--- config.mk ---
export PLATFORM = sky130hd
export DESIGN_NAME = register_file
export DESIGN_NICKNAME = d
export VERILOG_FILES = /design/src/rtl/register_file.sv
export SDC_FILE = /design/constraint.sdc
export NUM_CORES = 2
export LEC_CHECK = 0
export CAP_MARGIN = 20
export CORE_MARGIN = 2
export CORE_UTILIZATION = 35
export DETAILED_ROUTE_END_ITERATION = 8
export GPL_TIMING_DRIVEN = 1
export MAX_ROUTING_LAYER = met4
export PLACE_DENSITY_LB_ADDON = 0.2
export SLEW_MARGIN = 5
export SYNTH_ARGS = -nofsm -noshare
export SYNTH_HDL_FRONTEND = slang
export SYNTH_SLANG_ARGS = --single-unit
--- constraint.sdc ---
create_clock -name clk -period 4.1 [get_ports clk]
set_clock_uncertainty 0.2 [all_clocks]
set_input_delay 1.025 -clock clk [delete_from_list [all_inputs] [get_ports clk]]
set_output_delay 1.025 -clock clk [all_outputs]
set_load 0.02 [all_outputs]
--- src/rtl/register_file.sv ---
// RV32I integer register file: 32 x 32-bit, two async read ports, one sync write port.
// Optional same-cycle write-through bypass: define REGFILE_WRITE_BYPASS_EN.
module register_file #(
  parameter int DATA_WIDTH = 32,
  parameter int ADDR_WIDTH = 5,
  parameter int REG_COUNT  = 32
) (
  input  logic                  clk,
  input  logic                  rst,
  input  logic                  we,
  input  logic [ADDR_WIDTH-1:0] rd_addr1_i,
  input  logic [ADDR_WIDTH-1:0] rd_addr2_i,
  input  logic [ADDR_WIDTH-1:0] wr_addr_i,
  input  logic [DATA_WIDTH-1:0] wr_data_i,
  output logic [DATA_WIDTH-1:0] rd_data1_o,
  output logic [DATA_WIDTH-1:0] rd_data2_o
);

  logic [DATA_WIDTH-1:0] regs [REG_COUNT];
  logic                  wr_ok;

  assign wr_ok = we && (wr_addr_i != '0);

  always_ff @(posedge clk) begin
    if (rst) begin
      for (int i = 0; i < REG_COUNT; i++) begin
        regs[i] <= '0;
      end
    end else if (wr_ok) begin
      regs[wr_addr_i] <= wr_data_i;
    end
  end

`ifdef REGFILE_WRITE_BYPASS_EN
  logic hit1;
  logic hit2;

  // Forward the in-flight write so a dependent read sees it this cycle.
  assign hit1 = wr_ok && !rst && (rd_addr1_i == wr_addr_i);
  assign hit2 = wr_ok && !rst && (rd_addr2_i == wr_addr_i);

  always_comb begin
    rd_data1_o = '0;
    if (rd_addr1_i != '0) begin
      rd_data1_o = hit1 ? wr_data_i : regs[rd_addr1_i];
    end
  end

  always_comb begin
    rd_data2_o = '0;
    if (rd_addr2_i != '0) begin
      rd_data2_o = hit2 ? wr_data_i : regs[rd_addr2_i];
    end
  end
`else
  always_comb begin
    rd_data1_o = '0;
    if (rd_addr1_i != '0) begin
      rd_data1_o = regs[rd_addr1_i];
    end
  end

  always_comb begin
    rd_data2_o = '0;
    if (rd_addr2_i != '0) begin
      rd_data2_o = regs[rd_addr2_i];
    end
  end
`endif

endmodule

==> results.sh <==
export IMPL_wl_per_cell_um=32.75
export IMPL_cellLeakagePower_nw=25.15
export IMPL_fin_util=0.4603
export IMPL_largest_reg_flops=1024
export IMPL_antenna_left=0
export IMPL_ir_drop_uv=334.6
export IMPL_rsz0062_at_grt="yes"
export IMPL_nFillCells=13280
export IMPL_critical_path_buf_inv_count=7
export IMPL_status="complete, but fails checks"
export IMPL_drv_slew=0
export IMPL_crit_chain="buf_16 > buf_16 > buf_16 > buf_12 > buf_6 > buf_6 > mux4_2 > a22o_4 > a2111oi_4 > nor3_2 > buf_4"
export IMPL_hold_start="rst"
export IMPL_hp_class="in -> reg"
export IMPL_io_buffers=113
export IMPL_worst_pin_slew_ns=1.132
export IMPL_worst_hold_slack_ns=0.6497
export IMPL_timing_fmax_ghz=0.2341
export IMPL_drt_total_wl_um=202400
export IMPL_overflow=0
export IMPL_cp_required_ns=2.87
export IMPL_critPathMostFrequentCell="buf_16"
export IMPL_fin_crit_sh=1.042
export IMPL_cts_sinks=1024
export IMPL_top_regs="regs: 1024 flops"
export IMPL_critPathLaunchType="input pin"
export IMPL_cts_path_max_buffers=3
export IMPL_drc=0
export IMPL_p_per_area_nw_per_um2=390.8
export IMPL_synth_seq_area_share=0.5670
export IMPL_worstSetupStartpoint="rd_addr1_i[0]"
export IMPL_synth_seq_cells=1024
export IMPL_setup_viol=57
export IMPL_avgViaCountPerCell=5.752
export IMPL_cts_buffers=113
export IMPL_root_buffer="clkbuf_16"
export IMPL_die_height_um=397.6
export IMPL_initial_core_util=0.3520
export IMPL_setup_tns_ns=-4.840
export IMPL_drive_gt1_frac=0.4181
export IMPL_yosysTopAreaCell="edfxtp_1"
export IMPL_yosys_warnings=0
export IMPL_synthTopCellsByArea="edfxtp_1 (57%), mux4_2 (20%), and2_1 (11%)"
export IMPL_crit_path_max_incr_delay_ns=0.42
export IMPL_htree_levels=3
export IMPL_slew_headroom=0.2429
export IMPL_grt_first_pass_wirelength_um=283600
export IMPL_hold_viol_final=0
export IMPL_die_w_um=397.6
export IMPL_switching_share=0.2574
export IMPL_cp_top_family="buffers and inverters"
export IMPL_power_frac_comb=0.164
export IMPL_multiInputGateArea_um2=24530
export IMPL_crit_slowest_cell="mux4_2"
export IMPL_critical_path_class="in -> out"
export IMPL_netlist_instances=3502
export IMPL_antenna_found_initial=8
export IMPL_end_kind="output port"
export IMPL_synth_top_area_frac=0.5670
export IMPL_drtPass1Iterations=6
export IMPL_io_pins=114
export IMPL_postLayoutSetupSlackWorst_ns=-0.1716
export IMPL_switchingPower_mw=7.132
export IMPL_violations="negative setup slack"
export IMPL_cts_reportedPaths_clkPinSlew_ns=0.06
export IMPL_dpl_hpwl_um=128200
export IMPL_p_seq_frac=0.448
export IMPL_top_register="regs"
export IMPL_grt_pass1_vias=36300
export IMPL_regArea_um2=30750
export IMPL_avgSynthCellArea_um2=15.49
export IMPL_rows=144
export IMPL_critPathMaxFanout=6
export IMPL_die_area_um2=158100
export IMPL_syn_area_um2=54230
export IMPL_arrival_ns=3.05
export IMPL_dr_first_iter_drc_count=3789
export IMPL_grt_max_degree=56
export IMPL_min_period_ns=4.272
export IMPL_vias=35540
export IMPL_synthToLayoutAreaGrowth_pct=30.75
export IMPL_p_int_mw=20.58
export IMPL_holdBufCountCts=0
export IMPL_grt_usage=0.2630
export IMPL_max_cap_violations=0
export IMPL_synth_cell_types=42
export IMPL_nets=4081
export IMPL_cts_tree="yes"
export IMPL_place_congestion=0.8966
export IMPL_core_area_um2=154000
export IMPL_clkPwrFrac=0.388
[layer usage]
metal  global-route usage  vias to the layer above  routed length (um)
met2               0.4106                     1553               95900
met4              0.09111                        0                7858
met1               0.3535                    18960               85110
li1                     -                    14690                   -
met5                    -                        -                   0
met3              0.03633                      332               13520
[cell usage after synthesis (all sizes together)]
cell and number:
a221o 2, edfxtp 1024, mux2 30, and4b 1, and3 3, o22ai 103
nor3 54, or3b 4, a32o 4, nand4bb 2, a22oi 16, nor2b 14
a21oi 12, a2111oi 55, nor4b 3, mux4 472, nand3b 5, buf 115
or2 33, o21ai 4, or3 2, nand2 7, clkbuf 272, a221oi 4
or4b 1, a22o 51, nand4b 1, nor2 36, o221ai 1, nand2b 5
a211oi 7, inv 2, and2 995, nand3 5, mux2i 150, nor4 6
conb 1
[cell families after synthesis]
| group | count (synthesis) | synth area share |
|---|---|---|
| AOI/OAI and AO/OA | 259 | 0.03652 |
| DFF | 1024 | 0.5670 |
| muxes | 652 | 0.2299 |
| other | 1 | 0.00006915 |
| and+or+nand+nor | 1177 | 0.1334 |
| buffers and inverters | 389 | 0.03313 |
[final timing paths]
| check | to | cells past startpoint |
|---|---|---|
| worst max-delay path | rd_data1_o[2] | 11 |
| worst min-delay path | regs[0][1]$_SDFFCE_PN0P_ | 2 |
[stage by stage]
stage	std cells	area, um^2	total power, mW	setup slack, ns
floorplan	3533	54360	14.45	0.04525
global placement	5789	61370	16.29	-1.135
detailed placement	5791	61410	16.30	-1.122
CTS	6140	69740	27.61	-0.2318
global route	6174	70900	28.42	-0.2317
finish	6179	70910	27.71	-0.1716
[power groups by stage]
| stage | Clock, mW | Sequential [mW] | Combinational (mW) |
|---|---|---|---|
| after detailed placement | 0 | 12.6 | 3.69 |
| final | 10.8 | 12.4 | 4.54 |
| after CTS | 10.8 | 12.4 | 4.36 |
| after global routing | 11.3 | 12.5 | 4.69 |
| after floorplan | 0 | 12.5 | 1.97 |
| after global placement | 0 | 12.6 | 3.68 |
[repair_timing]
action                     4_1_cts  5_1_grt
pin swaps                      120      103
cloned                          35        1
buffers inserted               127       56
gates resized for setup        768      236
setup endpoints to repair       64       63
[layout by cell type, fill, tap and decap left out, drive strengths merged, types with 3 or more instances in the layout]
cell type	count
o22ai	103
a221oi	4
or2	33
bufinv	18
nand3	5
o21ai	4
mux2	30
bufbuf	8
clkinv	42
a2111oi	55
edfxtp	1024
nor3	54
or3b	4
and3	3
a22oi	16
nand2	7
nor4b	3
a32o	4
nand3b	5
nor4	6
buf	721
a211oi	7
mux4	472
a21oi	12
conb	32
nand2b	5
mux2i	150
a22o	51
clkbuf	142
and2	995
diode	9
nor2	36
clkdlybuf4s50	38
clkinvlp	7
inv	5
nor2b	14
[layout make-up]
type | count | share of cell area
Clock inverter | 70 | 0.01193
Multi-Input combinational cell | 2120 | 0.3460
Timing Repair Buffer | 770 | 0.1300
Sequential cell | 1024 | 0.4336
Inverter | 2 | 0.0001059
Tap cell | 2044 | 0.03607
Clock buffer | 140 | 0.04191
Antenna cell | 9 | 0.0003176
Note: power is estimated with default switching activity, not from simulation.
